`src/rtl/analog_io_pkg.sv`:
```
// rtl/analog_io_pkg.sv - shared types, register map and pad-mode decode for analog_io_sequencer
// Contents: mode_e (per-channel pad mode), state_e (sequencer FSM), REG_* byte offsets,
//           mode_decode() returning {oeb, out} for one pad.
package analog_io_pkg;

   typedef enum logic [1:0] {
      MODE_HIZ  = 2'b00,
      MODE_LOW  = 2'b01,
      MODE_HIGH = 2'b10,
      MODE_RSVD = 2'b11
   } mode_e;

   typedef enum logic [2:0] {
      ST_IDLE   = 3'd0,
      ST_BREAK  = 3'd1,
      ST_SETTLE = 3'd2,
      ST_APPLY  = 3'd3,
      ST_DONE   = 3'd4
   } state_e;

   localparam logic [3:0] REG_PENDING = 4'h0;
   localparam logic [3:0] REG_STATUS  = 4'h4;
   localparam logic [3:0] REG_APPLY   = 4'h8;
   localparam logic [3:0] REG_ACTIVE  = 4'hC;

   // Reserved encoding deliberately falls into the HIZ default.
   function automatic logic [1:0] mode_decode(input logic [1:0] mode);
      case (mode)
         MODE_LOW:  mode_decode = 2'b00;
         MODE_HIGH: mode_decode = 2'b01;
         default:   mode_decode = 2'b10;
      endcase
   endfunction

endpackage

```
`src/rtl/analog_io_sequencer_if.sv`:
```
// rtl/analog_io_sequencer_if.sv - Wishbone slave bundle for analog_io_sequencer
// Signals: wbs_cyc_i, wbs_stb_i, wbs_we_i, wbs_sel_i[3:0], wbs_adr_i[31:0], wbs_dat_i[31:0] (master->slave);
//          wbs_ack_o, wbs_dat_o[31:0] (slave->master).
interface analog_io_sequencer_if;
   logic        wbs_cyc_i;
   logic        wbs_stb_i;
   logic        wbs_we_i;
   logic [3:0]  wbs_sel_i;
   logic [31:0] wbs_adr_i;
   logic [31:0] wbs_dat_i;
   logic        wbs_ack_o;
   logic [31:0] wbs_dat_o;

   modport master (
      output wbs_cyc_i, wbs_stb_i, wbs_we_i, wbs_sel_i, wbs_adr_i, wbs_dat_i,
      input  wbs_ack_o, wbs_dat_o
   );

   modport slave (
      input  wbs_cyc_i, wbs_stb_i, wbs_we_i, wbs_sel_i, wbs_adr_i, wbs_dat_i,
      output wbs_ack_o, wbs_dat_o
   );
endinterface

```
`src/rtl/analog_io_wb_regs.sv`:
```
// rtl/analog_io_wb_regs.sv - Wishbone decode, ack, register file and readback for analog_io_sequencer
// Ports: clk, rst (async, active-high); wb (slave modport); busy, active (from sequencer);
//        pending (PENDING register), irq_mask (STATUS b2), apply_start (accepted APPLY write pulse).
// Option: ANALOG_IO_SEQ_IRQ_EN adds the RW irq_mask bit at STATUS b2 (reset 1).
module analog_io_wb_regs
   import analog_io_pkg::*;
#(
   parameter int          NUM_CH    = 6,
   parameter logic [31:0] BASE_ADDR = 32'h3000_0000
) (
   input  logic                  clk,
   input  logic                  rst,
   analog_io_sequencer_if.slave  wb,
   input  logic                  busy,
   input  logic [2*NUM_CH-1:0]   active,
   output logic [2*NUM_CH-1:0]   pending,
   output logic                  irq_mask,
   output logic                  apply_start
);

   logic                ack_q;
   logic [31:0]         dat_q;
   logic [2*NUM_CH-1:0] pend_q;
   logic                err_q;
   logic                status_b2;
   logic                req;
   logic [1:0]          word;
   logic                wr_apply;
   logic                wr_status;
   logic [31:0]         rdata;
   logic                unused_bits;

   assign word = wb.wbs_adr_i[3:2];

   // The ~ack_q term forces an idle cycle between back-to-back acks.
   assign req = wb.wbs_cyc_i & wb.wbs_stb_i & (wb.wbs_adr_i[31:4] == BASE_ADDR[31:4]) & ~ack_q;

   assign wr_apply    = req & wb.wbs_we_i & (word == REG_APPLY[3:2]) & wb.wbs_sel_i[0] & wb.wbs_dat_i[0];
   assign wr_status   = req & wb.wbs_we_i & (word == REG_STATUS[3:2]) & wb.wbs_sel_i[0];
   assign apply_start = wr_apply & ~busy;

   always_ff @(posedge clk or posedge rst) begin
      if (rst) begin
         ack_q  <= 1'b0;
         dat_q  <= '0;
         pend_q <= '0;
         err_q  <= 1'b0;
      end else begin
         ack_q <= req;
         dat_q <= (req & ~wb.wbs_we_i) ? rdata : 32'h0;
         if (req & wb.wbs_we_i & (word == REG_PENDING[3:2])) begin
            for (int i = 0; i < 2*NUM_CH; i++) begin
               if (wb.wbs_sel_i[i/8]) pend_q[i] <= wb.wbs_dat_i[i];
            end
         end
         // A rejected APPLY outranks a simultaneous W1C clear.
         if (wr_apply & busy)
            err_q <= 1'b1;
         else if (wr_status & wb.wbs_dat_i[1])
            err_q <= 1'b0;
      end
   end

`ifdef ANALOG_IO_SEQ_IRQ_EN
   logic mask_q;
   always_ff @(posedge clk or posedge rst) begin
      if (rst)
         mask_q <= 1'b1;
      else if (wr_status)
         mask_q <= wb.wbs_dat_i[2];
   end
   assign irq_mask  = mask_q;
   assign status_b2 = mask_q;
`else
   assign irq_mask  = 1'b1;
   assign status_b2 = 1'b0;
`endif

   always_comb begin
      rdata = '0;
      case (word)
         REG_PENDING[3:2]: rdata[2*NUM_CH-1:0] = pend_q;
         REG_STATUS[3:2]:  rdata[2:0]          = {status_b2, err_q, busy};
         REG_ACTIVE[3:2]:  rdata[2*NUM_CH-1:0] = active;
         default:          rdata               = '0;
      endcase
   end

   assign pending      = pend_q;
   assign wb.wbs_ack_o = ack_q;
   assign wb.wbs_dat_o = dat_q;

   // Sub-word address bits and data/select bits beyond the register widths are don't-care.
   assign unused_bits = ^{wb.wbs_adr_i[1:0], wb.wbs_dat_i, wb.wbs_sel_i};

endmodule

```
`src/rtl/analog_io_sequencer.sv`:
```
// rtl/analog_io_sequencer.sv - break-before-make pad mode sequencer for pins shared with analog_io
// Ports: wb_clk_i, wb_rst_i (async, active-high); wb (Wishbone slave modport);
//        io_oeb[NUM_CH] (active-low enable), io_out[NUM_CH], irq (sequence-done pulse).
// Option: ANALOG_IO_SEQ_IRQ_EN enables irq and the STATUS irq_mask bit; otherwise irq is tied 0.
module analog_io_sequencer
   import analog_io_pkg::*;
#(
   parameter int          NUM_CH        = 6,
   parameter logic [31:0] BASE_ADDR     = 32'h3000_0000,
   parameter int          SETTLE_CYCLES = 16
) (
   input  logic                 wb_clk_i,
   input  logic                 wb_rst_i,
   analog_io_sequencer_if.slave wb,
   output logic [NUM_CH-1:0]    io_oeb,
   output logic [NUM_CH-1:0]    io_out,
   output logic                 irq
);

   localparam int              CNT_W    = (SETTLE_CYCLES > 0) ? $clog2(SETTLE_CYCLES + 1) : 1;
   localparam int              LAST_I   = (SETTLE_CYCLES > 0) ? SETTLE_CYCLES - 1 : 0;
   localparam logic [CNT_W-1:0] CNT_LAST = CNT_W'(LAST_I);

   state_e              state_q, state_d;
   logic [CNT_W-1:0]    cnt_q;
   logic [NUM_CH-1:0]   chg_q, chg_d;
   logic [2*NUM_CH-1:0] snap_q;
   logic [2*NUM_CH-1:0] active_q;
   logic [2*NUM_CH-1:0] pending;
   logic                irq_mask;
   logic                apply_start;
   logic                busy;
   logic                force_hiz;

   analog_io_wb_regs #(
      .NUM_CH    (NUM_CH),
      .BASE_ADDR (BASE_ADDR)
   ) u_regs (
      .clk         (wb_clk_i),
      .rst         (wb_rst_i),
      .wb          (wb),
      .busy        (busy),
      .active      (active_q),
      .pending     (pending),
      .irq_mask    (irq_mask),
      .apply_start (apply_start)
   );

   assign busy = (state_q != ST_IDLE);

   always_comb begin
      chg_d = '0;
      for (int i = 0; i < NUM_CH; i++)
         chg_d[i] = (pending[2*i +: 2] != active_q[2*i +: 2]);
   end

   always_ff @(posedge wb_clk_i or posedge wb_rst_i) begin
      if (wb_rst_i)
         state_q <= ST_IDLE;
      else
         state_q <= state_d;
   end

   // Snapshot, settle counter and ACTIVE update.
   always_ff @(posedge wb_clk_i or posedge wb_rst_i) begin
      if (wb_rst_i) begin
         cnt_q    <= '0;
         chg_q    <= '0;
         snap_q   <= '0;
         active_q <= '0;
      end else begin
         if (apply_start) begin
            chg_q  <= chg_d;
            snap_q <= pending;
         end
         if (state_q == ST_BREAK)
            cnt_q <= '0;
         else if ((state_q == ST_SETTLE) && (cnt_q != CNT_LAST))
            cnt_q <= cnt_q + 1'b1;
         if (state_q == ST_APPLY)
            active_q <= snap_q;
      end
   end

   always_comb begin
      state_d = state_q;
      case (state_q)
         ST_IDLE:   if (apply_start) state_d = ST_BREAK;
         ST_BREAK:  state_d = ((chg_q == '0) || (SETTLE_CYCLES == 0)) ? ST_APPLY : ST_SETTLE;
         ST_SETTLE: if (cnt_q == CNT_LAST) state_d = ST_APPLY;
         ST_APPLY:  state_d = ST_DONE;
         ST_DONE:   state_d = ST_IDLE;
         default:   state_d = ST_IDLE;
      endcase
   end

   // Changing pads stay HIZ from BREAK through APPLY; ACTIVE only updates at the end of APPLY,
   // so new drive first appears in DONE.
   assign force_hiz = (state_q == ST_BREAK) || (state_q == ST_SETTLE) || (state_q == ST_APPLY);

   always_comb begin
      io_oeb = '1;
      io_out = '0;
      for (int i = 0; i < NUM_CH; i++) begin
         if (force_hiz && chg_q[i])
            {io_oeb[i], io_out[i]} = 2'b10;
         else
            {io_oeb[i], io_out[i]} = mode_decode(active_q[2*i +: 2]);
      end
   end

`ifdef ANALOG_IO_SEQ_IRQ_EN
   assign irq = (state_q == ST_DONE) && !irq_mask;
`else
   logic unused_mask;
   assign unused_mask = irq_mask;
   assign irq = 1'b0;
`endif

endmodule

```
`src/flat_wrapper.sv`:
```
// flat-port wrapper written by rule: the top's interface ports become plain ports
module analog_io_sequencer_flat import analog_io_pkg::*;
#(
   parameter int          NUM_CH        = 6,
   parameter logic [31:0] BASE_ADDR     = 32'h3000_0000,
   parameter int          SETTLE_CYCLES = 16
)
  (wb_clk_i, wb_rst_i, io_oeb, io_out, irq, wb_wbs_cyc_i, wb_wbs_stb_i, wb_wbs_we_i, wb_wbs_sel_i, wb_wbs_adr_i, wb_wbs_dat_i, wb_wbs_ack_o, wb_wbs_dat_o);
  analog_io_sequencer_if wb_i ();
  input  logic wb_clk_i;
  input  logic wb_rst_i;
  output logic [NUM_CH-1:0] io_oeb;
  output logic [NUM_CH-1:0] io_out;
  output logic irq;
  input wire logic [$bits(wb_i.wbs_cyc_i)-1:0] wb_wbs_cyc_i;
  input wire logic [$bits(wb_i.wbs_stb_i)-1:0] wb_wbs_stb_i;
  input wire logic [$bits(wb_i.wbs_we_i)-1:0] wb_wbs_we_i;
  input wire logic [$bits(wb_i.wbs_sel_i)-1:0] wb_wbs_sel_i;
  input wire logic [$bits(wb_i.wbs_adr_i)-1:0] wb_wbs_adr_i;
  input wire logic [$bits(wb_i.wbs_dat_i)-1:0] wb_wbs_dat_i;
  output wire logic [$bits(wb_i.wbs_ack_o)-1:0] wb_wbs_ack_o;
  output wire logic [$bits(wb_i.wbs_dat_o)-1:0] wb_wbs_dat_o;
  assign wb_i.wbs_cyc_i = wb_wbs_cyc_i;
  assign wb_i.wbs_stb_i = wb_wbs_stb_i;
  assign wb_i.wbs_we_i = wb_wbs_we_i;
  assign wb_i.wbs_sel_i = wb_wbs_sel_i;
  assign wb_i.wbs_adr_i = wb_wbs_adr_i;
  assign wb_i.wbs_dat_i = wb_wbs_dat_i;
  assign wb_wbs_ack_o = wb_i.wbs_ack_o;
  assign wb_wbs_dat_o = wb_i.wbs_dat_o;
  analog_io_sequencer #(.NUM_CH(NUM_CH), .BASE_ADDR(BASE_ADDR), .SETTLE_CYCLES(SETTLE_CYCLES)) u_core (.wb_clk_i(wb_clk_i), .wb_rst_i(wb_rst_i), .wb(wb_i), .io_oeb(io_oeb), .io_out(io_out), .irq(irq));
endmodule
```
`config.mk`:
```
export PLATFORM = sky130hd
export DESIGN_NAME = analog_io_sequencer_flat
export DESIGN_NICKNAME = d
export VERILOG_FILES = /design/src/rtl/analog_io_pkg.sv /design/src/rtl/analog_io_sequencer_if.sv /design/src/rtl/analog_io_wb_regs.sv /design/src/rtl/analog_io_sequencer.sv /design/src/flat_wrapper.sv
export SDC_FILE = /design/constraint.sdc
export NUM_CORES = 1
export LEC_CHECK = 0
export CAP_MARGIN = 30
export CORE_ASPECT_RATIO = 0.6
export CORE_MARGIN = 5
export CORE_UTILIZATION = 28
export DETAILED_ROUTE_END_ITERATION = 6
export GPL_TIMING_DRIVEN = 1
export PLACE_DENSITY = 0.65
export SLEW_MARGIN = 20
export SYNTH_ARGS = -nofsm -noshare
export SYNTH_HDL_FRONTEND = slang
export SYNTH_SLANG_ARGS = --single-unit
```
`constraint.sdc`:
```
create_clock -name wb_clk_i -period 2.3 [get_ports wb_clk_i]
set_input_delay 0.345 -clock wb_clk_i [delete_from_list [all_inputs] [get_ports wb_clk_i]]
set_output_delay 0.345 -clock wb_clk_i [all_outputs]
set_load 0.01 [all_outputs]
```
==> metrics.md <==
| Metric | Value |
|---|---|
| Root buf cell | clkbuf_16 |
| Unrepaired setup endpoints after global routing | false |
| Antenna Cells | 0 |
| Final nets | 452 |
| GRT Overall Usage | 0.118 |
| Ports | 119 |
| Largest net degree at the start of global routing | 49 |
| Number of synthesized register bits | 64 |
| Hold buffers post-CTS | 0 |
| CTS buffer count | 9 |
| Clk slew on worst S/H paths | 0.05 ns |
| Synth Instances | 279 |
| First-pass GRT wire length | 13100 um |
| Core Region | 11900 um^2 |
| Area leader, netlist | dfrtp_1 |
| DRC | 0 |
| Latest clock arrival within the worst-skew pair | 0.33 ns |
| Chip Height | 95.2 um |
| Reg2reg path depth | 6 |
| Worst Path Required | 1.96 ns |
| Placed cells | 520 |
| Die Area | 14500 um^2 |
| Reg-to-reg critical path endpoint | u_core.cnt_q[1]$_DFFE_PP0P_ |
| Worst R2R Setup Slack | 0.41 ns |
| Post-Route WL | 8350 um |
| Final hold vios | 0 |
| Die width | 152 um |
| Critical Path Start Type | register |
| Final period util | 0.961 |
| Crit path DAT | 1.86 ns |
| Critical path peak fanout | 12 |
| Number of I/O port buffers | 73 |
| Vias | 2425 |
| Vias per cell | 4.53 |
| Crit. End Element | output port |
| Clock Skew | 0.00748 ns |
| Leakage | 2.14 nW |
| Gr ovfl total | 0 |
| Commonest non-fill, non-tap cells in the layout | clkdlybuf4s50_1 (67), dfrtp_1 (63), mux2_2 (32) |
| H-tree levels | 3 |
| Power Density | 586 nW/um^2 |
| Worst VDD drop | 377 uV |
| Netlist area before placement | 3390 um^2 |
| Antenna violations before repair | 0 |
| Reg-to-reg startpoint | u_core.cnt_q[0]$_DFFE_PP0P_ |
| Routed Antenna Nets | 0 |
| Status | finished, final reports clean |
| Routability Congestion | 0.758 |
| Pre-antenna DRT Iters | 4 |
| Drt initial violations | 166 |
| Fin. max-slew vios | 0 |
| Part of the Yosys area used for sequential elements | 0.473 |
| Total power | 2.72 mW |
| Commonest non-fill, non-tap cell in the layout | clkdlybuf4s50_1 |
| Worst hold path class | primary input to asynchronous set/reset pin |
| Max-Cap Viols | 0 |
| Layout cells sized above 1 | 0.238 |
| F_max | 0.453 GHz |
| Hpwl dp | 6120 um |
| Starting density of the core | 0.284 |
| Routed length per instance | 15.6 um |
| Setup Total Neg Slack | 0 ns |
| Avg Cell Area, Syn | 12.1 um^2 |
| Synth warn | 0 |
| Post-synth top area share | 0.473 |
| Synth unique cells | 41 |
| Count of non-filler cells in the finished layout | 535 |
| Vias in the first global route | 2478 |
| Final setup viols | 0 |
| CTS Sinks | 64 |
| Synthesis-to-layout area growth | 36.9% |
| Critical path class | register to output port |
| TritonCTS clock tree | done |
| Largest cells by area after synthesis | dfrtp_1 (47%), mux2_2 (11%), ha_1 (4.8%), buf_4 (4.7%), mux2_4 (4.4%) |
| Clock Path Buffers | 2 |
| Fin crit period | 2.21 ns |
| Std cell rows | 31 |
==> routing by layer <==
| layer | vias up | track usage | routed length, um |
|---|---|---|---|
| met2 | 70 | 0.183 | 3840 |
| li1 | 1135 | - | - |
| met5 | - | 0 | 0 |
| met1 | 1209 | 0.154 | 3880 |
| met4 | 0 | 0.0381 | 88 |
| met3 | 11 | 0.0413 | 540 |
==> cell families (layout without fill, tap and decap cells) <==
kind of cell,count (synthesis),count (layout),synth area share
compound gates,40,40,0.0842
flops,64,64,0.473
mux,43,43,0.154
simple gates,58,58,0.127
xor+xnor,13,13,0.0336
other cells,1,21,0.00111
fa+ha+maj,13,13,0.0480
buf+inv,47,118,0.0791
==> state kept, by name, indices dropped and copies added, names as in the netlist <==
signal / flops
u_core.u_regs.pending: 12
u_core.active_q: 12
u_core.snap_q: 12
u_core.u_regs.wb.wbs_dat_o: 12
u_core.u_regs.wb.wbs_ack_o: 1
u_core.state_q: 3
u_core.cnt_q: 5
u_core.u_regs.err_q: 1
u_core.chg_q: 6
==> where the power goes <==
part | internal [mW] | total, mW | switching [mW]
Sequential | 1.13 | 1.13 | 0.000000104
Clock | 0.938 | 1.41 | 0.474
Combinational | 0.0895 | 0.177 | 0.0878
Total | 2.15 | 2.72 | 0.562
==> cell type report <==
type / count / area [um^2]
Timing Repair Buffer: 88 / 872
Fill cell: 1178 / 7310
Multi-Input combinational cell: 188 / 1600
Tap cell: 165 / 206
Inverter: 15 / 56.3
Sequential cell: 64 / 1600
Clock buffer: 11 / 233
Clock inverter: 4 / 70.1
==> cell usage after synthesis <==
cell type,count
a21boi_0,6
a21o_1,6
a21oi_1,2
a222oi_1,2
a22o_1,1
a22oi_1,13
and3_1,1
and3b_2,1
and4bb_2,1
buf_1,2
buf_4,21
buf_8,1
clkbuf_1,7
clkbuf_2,1
conb_1,1
dfrtp_1,64
ha_1,13
inv_1,15
mux2_2,32
mux2_4,10
mux2i_1,1
nand2_1,13
nand3_1,3
nand4_1,2
nand4_2,1
nand4_4,1
nand4b_1,1
nor2_1,4
nor2b_1,2
nor3_1,3
nor3_2,1
nor3b_1,1
nor4_1,14
nor4_2,3
nor4_4,4
o21a_1,1
o21ai_0,8
o221a_2,1
or2_2,1
or3_2,1
xnor2_1,13
==> how the worst max path moves through the flow <==
stage / startpoint / to / slack (ns) / cells after the start
2_1_floorplan: wb_wbs_adr_i[21] / u_core.chg_q[0]$_DFFE_PP0P_ / 0.28 / 5
3_3_place_gp: wb_wbs_adr_i[21] / u_core.u_regs.pending[8]$_DFFE_PP0P_ / -0.12 / 7
3_5_place_dp: wb_wbs_adr_i[25] / u_core.u_regs.pending[9]$_DFFE_PP0P_ / -0.15 / 7
4_1_cts: u_core.state_q[1]$_DFFE_PP0P_ / io_out[3] / 0.004 / 5
5_1_grt: u_core.state_q[1]$_DFFE_PP0P_ / io_oeb[1] / 0.02 / 5
6_report: u_core.state_q[1]$_DFFE_PP0P_ / io_oeb[0] / 0.09 / 5
==> critical path: stages (launching register included) <==
cell and delay [ns]:
dfrtp_2 0.45, nor2_2 0.14, nor2_1 0.05, buf_4 0.19
a21o_1 0.23, clkdlybuf4s50_1 0.49
==> per-stage QoR <==
step                      worst slack [ns]  cell area [um^2]  hold WS [ns]   util
final                               0.0907              4640         0.318  0.388
after CTS                          0.00367              4630         0.327  0.387
after detailed placement            -0.148              4330         0.492  0.362
after global placement              -0.123              4330         0.483  0.362
after global routing                0.0210              4640         0.354  0.388
after floorplan                      0.276              3460         0.467      -
==> repair_timing <==
item	in CTS	in global routing
gates cloned	0	0
hold endpoints to repair	0	0
buffers inserted	0	0
setup endpoints to repair	6	3
resized for setup	6	3
Note: power is estimated with default switching activity, not from simulation.
